$ cat src/rtl/l2_writeback_buffer.sv
// l2_writeback_buffer: in-order L1->L2 dirty-line FIFO; define L2_WB_BYPASS_EN for miss forwarding
module l2_writeback_buffer #(
  parameter int DEPTH = 2
) (
  input  logic         clk,
  input  logic         reset_n,
  input  logic         l1_write,
  input  logic [15:0]  l1_address,
  input  logic [127:0] l1_wdata,
  output logic         l1_resp,
  output logic         l2_write,
  output logic [15:0]  l2_address,
  output logic [127:0] l2_wdata,
  output logic         l2_offset,
  input  logic         l2_resp,
  input  logic [15:0]  rd_address,
`ifdef L2_WB_BYPASS_EN
  output logic         fwd_hit,
  output logic [127:0] fwd_data,
`endif
  output logic         rd_block,
  output logic         full,
  output logic         empty
);
  localparam int AW = $clog2(DEPTH);
  logic [AW-1:0] head, tail;
  logic [AW:0]   count;
  logic [11:0]   addr_mem [DEPTH];
  logic [127:0]  data_mem [DEPTH];
  logic          push, pop;
  assign full     = count == (AW+1)'(DEPTH);
  assign empty    = count == '0;
  assign push     = l1_write && !full;
  assign pop      = l2_resp && !empty;
  assign l1_resp  = push;
  assign l2_write = !empty;
  // Head address is masked while empty so reset presents a clean zero despite unreset storage
  assign l2_address = empty ? '0 : {addr_mem[head], 4'h0};
  assign l2_offset  = !empty && addr_mem[head][0];
  assign l2_wdata   = data_mem[head];
  // Pointer and occupancy bookkeeping; power-of-two depth lets pointers wrap naturally
  always_ff @(posedge clk or negedge reset_n) begin
    if (!reset_n) begin
      head  <= '0;
      tail  <= '0;
      count <= '0;
    end else begin
      head  <= head + AW'(pop);
      tail  <= tail + AW'(push);
      count <= count + (AW+1)'(push) - (AW+1)'(pop);
    end
  end
  // Entry storage is written at the tail and deliberately left unreset
  always_ff @(posedge clk) begin
    if (push) begin
      addr_mem[tail] <= l1_address[15:4];
      data_mem[tail] <= l1_wdata;
    end
  end
`ifdef L2_WB_BYPASS_EN
  logic [AW-1:0] idx;
  logic          unused_low;
  assign unused_low = ^{l1_address[3:0], rd_address[3:0]};
  assign rd_block   = 1'b0;
  // Scan oldest to youngest so the last valid match (nearest the tail) wins
  always_comb begin
    fwd_hit  = 1'b0;
    fwd_data = '0;
    idx      = '0;
    for (int k = 0; k < DEPTH; k++) begin
      idx = head + AW'(k);
      if ((AW+1)'(k) < count && addr_mem[idx] == rd_address[15:4]) begin
        fwd_hit  = 1'b1;
        fwd_data = data_mem[idx];
      end
    end
  end
`else
  logic unused_low;
  assign unused_low = ^{l1_address[3:0], rd_address};
  assign rd_block   = !empty;
`endif
endmodule
$ cat config.mk
export PLATFORM = sky130hd
export DESIGN_NAME = l2_writeback_buffer
export DESIGN_NICKNAME = d
export VERILOG_FILES = /design/src/rtl/l2_writeback_buffer.sv
export SDC_FILE = /design/constraint.sdc
export NUM_CORES = 1
export LEC_CHECK = 0
export BUFFER_PORTS_ARGS = -buffer_cell sky130_fd_sc_hd__buf_2
export CAP_MARGIN = 20
export CORE_ASPECT_RATIO = 0.9
export CORE_MARGIN = 2
export CORE_UTILIZATION = 35
export CTS_BUF_LIST = sky130_fd_sc_hd__clkbuf_16
export DETAILED_ROUTE_END_ITERATION = 10
export GPL_ROUTABILITY_DRIVEN = 0
export HOLD_SLACK_MARGIN = 0.12
export PLACE_DENSITY = 0.64
export SYNTH_ARGS = -nofsm -noshare
export SYNTH_HDL_FRONTEND = slang
export SYNTH_SLANG_ARGS = --single-unit
$ cat constraint.sdc
create_clock -name clk -period 8.67 [get_ports clk]
set_input_delay 0.867 -clock clk [delete_from_list [all_inputs] [get_ports clk]]
set_output_delay 0.867 -clock clk [all_outputs]
set_load 0.01 [all_outputs]
==> metrics.txt, run 1 <==
outcome finished, final reports clean; Iter 0 DRT Violations 200; antenna violations before repair 1; crit start category flop; DIE AREA 32080 sq um; Clock Sinks 284; number of flops mapped to enable cells by yosys 280; Syn. warnings 0; total CTS buffers 30; post-synthesis cell type count 16; Data required, critical path 7.80 ns; RSZ-0062 raised after global routing no; VDD IR max 201.0 uV; synth top area cells edfxtp_1 (78%), mux2_4 (11%), mux2_2 (5.4%); Clock Tree Root clkbuf_16; CP cell instances buf_4, mux2_2, buf_2; vias in the first global route 5485; Overflow after GRT 0; Post-synth top flop edfxtp_1; final net count 954; Cells after Synth 477; fillers 2645; Switching Share 28.91%; TritonCTS clock tree done; PwrDens 347.0 nW/um^2; Max FO, Critical Path 52; total number of H-tree levels 1; mapped cell area 10730 sq um; setup bufs post-CTS 0; top-count cell post-synth edfxtp_1; Period Utilization, post-route 42.86%; Worst-Margin Slew 1.023 ns; # DRC 0; fin crit period 3.716 ns; Sequential Power Share 42.0%; die width 188.6 um; initial core utilization 35.73%; port bufs 289; core footprint 30030 sq um; First-pass DRT Iterations 4; P_int 3359 uW; Sw Pwr 1366 uW; P_leak 0.005363 uW; top cell family by delay on the critical path buffers and inverters; setup violation total in the final timing report 0; vias post-DR 5343; Die Ht 170.1 um; fmax 269.1 MHz; Gate power share 30.4%; Clock Tree Buf Depth 3; Critical Path Max Stage Delay 0.83 ns; average size of a mapped cell 22.50 sq um; Synth Register Bits 284; smallest hold slack 0.5066 ns; WS Path Type reg2out; first-pass GRT wire length 30.79 mm; Overall Global Routing Usage 12.28%; Max-Cap Viols 0; clk slew on worst S/H paths 0.06 ns; worst clock skew 0.005701 ns; share of the synthesized area in the top cell type 78.36%; hpwl dp 13.24 mm; Slowest cell on crit path buf_4; layout cells sized above 1 58.64%; Final Max Slew Viols 0; Hold Crit Class in2reg; setup TNS 0 ns; Synth top cells by count edfxtp_1 (280), mux2_4 (77), mux2_2 (51); Total Wirelength 20.48 mm; post-synthesis sequential area ratio 79.29%; buffers and inverters on the worst path 2; Core Rows 60; Async SR Flop Fraction 1.408%; largest net degree at the start of global routing 63; DR vias/cell 4.401; Area Overhead vs Synth 26.89%; crit end category output pin; Hold Vio Cnt, Final 0; clock share of power 27.6%; relative max-transition margin 31.79%; I/O pin total 314; DR WL/cell 16.87 um; Critical Path AT 2.85 ns; cell type with the largest total area after synthesis edfxtp_1; Final Util 45.34%; Clock Latency Late Sink 0.55 ns; post-route ant nets 0
==> cell usage in the layout, fill, tap and decap left out, types with 5 or more instances in the layout <==
cell,Yosys,routed
buf_2,6,289
mux2_2,51,51
inv_1,6,9
buf_4,6,6
nor2_1,13,13
clkinv_1,0,5
edfxtp_1,280,280
mux2i_1,12,12
bufinv_16,0,5
clkinv_2,0,8
clkbuf_16,0,31
mux2_4,77,77
==> registers in the layout (all words and copies together), names as in the netlist <==
signal and count:
addr_mem 24, head 1, count 2, tail 1, data_mem 256
==> power by group through the flow <==
| stage | Sequential (uW) | Clock, uW | Combinational (uW) |
|---|---|---|---|
| 6_report | 1980 | 1310 | 1440 |
| 5_1_grt | 2020 | 1400 | 1550 |
| 4_1_cts | 1990 | 1340 | 1480 |
| 3_5_place_dp | 2020 | 0 | 1470 |
| 3_3_place_gp | 2000 | 0 | 1460 |
| 2_1_floorplan | 2000 | 0 | 1010 |
==> through the flow <==
stage                     power, uW  setup slack, ns  instance area (sq um)  cells
after floorplan                3013            3.601                  10740    480
after global placement         3462            4.688                  12560   1155
after detailed placement       3486            4.676                  12570   1156
after CTS                      4808            4.852                  13610   1213
after global routing           4966            4.812                  13610   1213
final                          4725            4.954                  13620   1214
==> final timing paths <==
path	startpoint	end	slack (ns)	cells past startpoint
worst min-delay path	l1_wdata[119]	data_mem[1][119]	0.51	1
worst max-delay path	head	l2_wdata[9]	4.95	3
worst max register to register	count[1]	data_mem[0][52]	5.15	5
max in group asynchronous	reset_n	head	7.88	2
min in group asynchronous	reset_n	count[0]	0.66	2
worst min register to register	count[1]	count[1]	0.51	1
==> repair_timing <==
item                       4_1_cts  5_1_grt
setup endpoints to repair        0        0
hold endpoints to repair         4        0
hold buffers                     1        0
resized for setup                0        0
==> cell type report <==
| class | instances | area (sq um) | share of cell area [%] |
|---|---|---|---|
| inverters | 6 | 22.52 | 0.1654 |
| multi-input cells | 167 | 2033 | 14.93 |
| flip-flops and latches | 284 | 8512 | 62.52 |
| well taps | 403 | 504.2 | 3.703 |
| diodes | 1 | 2.502 | 0.01838 |
| clock inverters | 25 | 252.7 | 1.856 |
| clock buffers | 31 | 775.7 | 5.697 |
| repair buffers | 297 | 1513 | 11.11 |
==> worst register-to-register path, cell delays in order (launching register included) <==
cell	delay [ns]
dfrtp_1	0.41
nor2b_1	0.16
nor2b_1	0.51
ha_4	0.53
buf_4	0.66
buf_4	0.78
==> routing by layer <==
metal	global-route usage, %	vias to the layer above	wire [um]
met5	0	-	13
met4	4.212	2	647
met3	4.599	46	1813
met2	19.45	205	9559
met1	15.55	2598	8443
li1	-	2492	-
==> cell families after synthesis <==
kind of cell	share of synthesized area (%)
AO/OA/AOI/OAI	0.04660
buffers and inverters	2.099
adder cells (fa/ha/maj)	0.4664
flip-flops	79.29
AND/OR/NAND/NOR	0.5714
multiplexers	17.25
XOR/XNOR	0.2449
other	0.03495
No activity file was read; power rests on OpenSTA's default activity.
==> run 2, diff against run 1 <==
clock period = 3.75 ns   (was 8.67 ns; I/O delays follow)
==> metrics.txt, run 2 (synthesis gave the netlist of run 1 again) <==
core footprint 30030 sq um; DR WL/cell 15.96 um; outcome finished, final reports clean; Critical Path Max Stage Delay 0.89 ns; fillers 2457; Hold Crit Class in2reg; largest net degree at the start of global routing 63; most frequent cells in the layout buf_2 (289), edfxtp_1 (280), dlygate4sd3_1 (141), mux2_4 (77), mux2_2 (51); Area Overhead vs Synth 40.70%; RSZ-0062 raised after global routing no; Overall Global Routing Usage 13.09%; Die Ht 170.1 um; Data required, critical path 3.38 ns; relative max-transition margin 52.23%; port bufs 289; Worst-Margin Slew 0.7166 ns; # DRC 0; antenna violations before repair 0; final net count 1098; Reg-to-Reg Start count[1]; crit end category output pin; post-route ant nets 0; DIE AREA 32080 sq um; cts repair resizes 0; WS Path Type reg2out; setup violation total in the final timing report 0; Clock Sinks 284; Clock Tree Root clkbuf_16; smallest hold slack 0.1664 ns; clk slew on worst S/H paths 0.06 ns; HP Start l2_resp; fin crit period 2.782 ns; Largest regs data_mem: 256 flops, addr_mem: 24 flops, count: 2 flops; Largest Register data_mem; initial core utilization 35.73%; crit start category flop; Overflow after GRT 0; commonest non-fill, non-tap cell in the layout buf_2; Core Rows 60; worst clock skew 0.009820 ns; Iter 0 DRT Violations 241; PwrDens 737.3 nW/um^2; vias in the first global route 6257; Clock Tree Buf Depth 3; DR vias/cell 4.301; TritonCTS clock tree done; fmax 359.5 MHz; hpwl dp 13.26 mm; Period Utilization, post-route 74.18%; P_leak 0.005972 uW; Critical Path AT 2.41 ns; setup TNS 0 ns; total number of H-tree levels 1; Max FO, Critical Path 40; die width 188.6 um; layout cells sized above 1 49.68%; max FFs per register 256; Slowest cell on crit path dfrtp_4; vias post-DR 5832; Hold Vio Cnt, Final 0; I/O pin total 314; VDD IR max 397.5 uV; total CTS buffers 29; Clock Latency Late Sink 0.53 ns; first-pass GRT wire length 33.09 mm; Final Max Slew Viols 0; First-pass DRT Iterations 4; CP cell instances buf_4, mux2_2, buf_2; CP startpoint head; hold-fix buffer count after cts 141; Max-Cap Viols 0; Total Wirelength 21.65 mm; setup bufs post-CTS 0
-- run 2: cell types whose count changed in the layout (fill, tap and decap cells not counted) --
cell and change:
clkbuf_16 -2, inv_6 -1, clkinvlp_4 -1, dlygate4sd3_1 +140
inv_1 -1, buf_12 +5, bufinv_16 +2, clkinv_4 -1
clkinv_2 -4, clkinv_1 +5
-- run 2: through the flow --
| step | setup slack, ns | std cells | total power [uW] | utilization, % | area, sq um |
|---|---|---|---|---|---|
| after detailed placement | 1.279 | 1161 | 8113 | 42.21 | 12670 |
| after global routing | 0.8461 | 1355 | 11670 | 50.27 | 15090 |
| after CTS | 0.8990 | 1355 | 11280 | 50.27 | 15090 |
| after floorplan | -1.009 | 480 | 6965 | - | 10740 |
| after global placement | 1.297 | 1160 | 8069 | 42.17 | 12660 |
| final | 0.9684 | 1356 | 11130 | 50.28 | 15100 |
-- run 2: worst paths after layout --
check	slack (ns)	cells past startpoint	to
worst max-delay path	0.97	3	l2_wdata[127]
worst min-delay path	0.17	3	head
worst max register to register	1.29	4	data_mem[0][102]
worst min register to register	0.52	1	count[1]
max in group asynchronous	3.42	2	head
min in group asynchronous	0.19	2	count[0]
-- run 2: worst max-delay path: cells and delay by family, from the launching register on --
kind,cells,cell delay (ns)
flip-flops,1,0.89
buffers and inverters,2,0.57
multiplexers,1,0.37
-- run 2: report_power, final --
part | internal [uW] | total [uW] | switching [uW]
clock | 1880 | 3030 | 1150
combinational | 1740 | 3500 | 1760
sequential | 4340 | 4600 | 266
-- run 2: routing by layer --
| layer | GRT usage, % | up-vias | share of wire, % |
|---|---|---|---|
| met1 | 15.08 | 2817 | 39 |
| li1 | - | 2765 | - |
| met3 | 4.063 | 45 | 7.7 |
| met4 | 4.484 | 0 | 3.1 |
| met5 | 0 | - | 0 |
| met2 | 23.15 | 205 | 50 |
-- run 2: cell type report --
cell class                 instances  area (sq um)  area share [%]
timing repair buffer             442          3014           19.97
inverter                           6         22.52          0.1492
clock buffer                      29         725.7           4.807
tap                              403         504.2           3.340
sequential                       284          8512           56.38
antenna                            1         2.502         0.01658
clock inverter                    24         282.8           1.873
multi-input combinational        167          2033           13.47
==> run 3, diff against run 2 <==
clock period = 2.73 ns   (was 3.75 ns; I/O delays follow)
==> metrics.txt, run 3 (synthesis gave the netlist of run 1 again) <==
outcome finished, final reports clean; initial core utilization 35.73%; WHS Endpoint tail; PwrDens 999.6 nW/um^2; First-pass DRT Iterations 6; total power 15080 uW; cts repair resizes 0; vias post-DR 5877; Total Wirelength 21.54 mm; Critical Path AT 2.11 ns; Max-Cap Viols 0; hpwl dp 12.99 mm; P_leak 0.005991 uW; final net count 1099; R2R depth 4; placed cells 1159; DIE AREA 32080 sq um; layout cells sized above 1 49.42%; Largest Register data_mem; WHS Path Cells 4; die width 188.6 um; Clock Tree Root clkbuf_16; max FFs per register 256; largest net degree at the start of global routing 55; worst clock skew 0.01052 ns; Non-Filler Instances 1359; VDD IR max 613.9 uV; Final Util 50.25%; most frequent cells in the layout buf_2 (289), edfxtp_1 (280), dlygate4sd3_1 (143), mux2_4 (77), mux2_2 (51); fmax 419.8 MHz; Reg-to-Reg Start count[1]; port bufs 289; vias in the first global route 6369; I/O pin total 314; Clock Sinks 284; WS Path Type reg2out; Iter 0 DRT Violations 282; setup violation total in the final timing report 0; Worst-Margin Slew 0.5213 ns; RR Endpoint data_mem[1][33]; Overall Global Routing Usage 13.00%; antenna violations before repair 0; crit end category output pin; crit start category flop; core footprint 30030 sq um; Hold Crit Class in2reg; setup bufs post-CTS 0; placed instance area 12670 sq um; Overflow after GRT 0; Clock Latency Late Sink 0.54 ns; post-route ant nets 0; fin crit period 2.382 ns; Final Max Slew Viols 0; DR vias/cell 4.325; Core Rows 60; TritonCTS clock tree done; clk slew on worst S/H paths 0.06 ns; RSZ-0062 raised after global routing no; Area Overhead vs Synth 40.61%; Period Utilization, post-route 87.26%; total number of H-tree levels 1; setup TNS 0 ns; commonest non-fill, non-tap cell in the layout buf_2; first-pass GRT wire length 33.01 mm; relative max-transition margin 65.18%; HP Start l1_write; # DRC 0; Data required, critical path 2.46 ns; setup slack, reg-to-reg 0.57 ns; Hold Vio Cnt, Final 0; DR WL/cell 15.85 um; design area 15090 sq um; total CTS buffers 30; Die Ht 170.1 um; Largest regs data_mem: 256 flops, addr_mem: 24 flops, count: 2 flops; Max FO, Critical Path 22; Clock Tree Buf Depth 3
==> run 3: through the flow <==
stage                     setup slack [ns]  hold WS (ns)
final                               0.3478        0.3600
after global routing                0.2436        0.3636
after CTS                           0.2836        0.3344
after detailed placement            0.5572       0.08878
after global placement              0.5999       0.08640
after floorplan                    -0.5231      -0.02259
==> run 3: timing repair <==
item / 4_1_cts / 5_1_grt
setup endpoints to repair: 0 / 0
hold endpoints to repair: 285 / 0
hold buffers: 143 / 0
==> run 3: final cells by class <==
cell class,count,area [sq um]
clock inverter,25,210.2
antenna,1,2.502
tap,403,504.2
inverter,6,22.52
timing repair buffer,442,3028
multi-input combinational,167,2033
sequential,284,8512
fill,2482,14940
clock buffer,31,775.7
==> run 3: power breakdown <==
part	switching, uW	internal, uW
Combinational	2500	2380
Clock	1570	2410
Sequential	270	5960
==> run 3: layer usage <==
layer	up-vias	global-route usage, %	wire length (um)
met5	-	0	0
met4	0	4.416	665
met3	40	3.650	1449
met2	204	23.39	11060
met1	2858	14.90	8364
li1	2775	-	-
==> run 3: worst max-delay path, stage by stage (launching register included) <==
cell and delay (ns):
dfrtp_4 0.61, buf_4 0.41, mux2_2 0.38, buf_2 0.15
==> run 3: worst max path at each step <==
stage | start | to | slack (ns) | cells after the start
floorplan | count[1] | addr_mem[0][0] | -0.52 | 3
global placement | count[1] | data_mem[1][32] | 0.60 | 4
detailed placement | count[1] | data_mem[1][115] | 0.56 | 4
CTS | head | l2_wdata[13] | 0.28 | 3
global route | head | l2_wdata[13] | 0.24 | 3
finish | head | l2_wdata[11] | 0.35 | 3
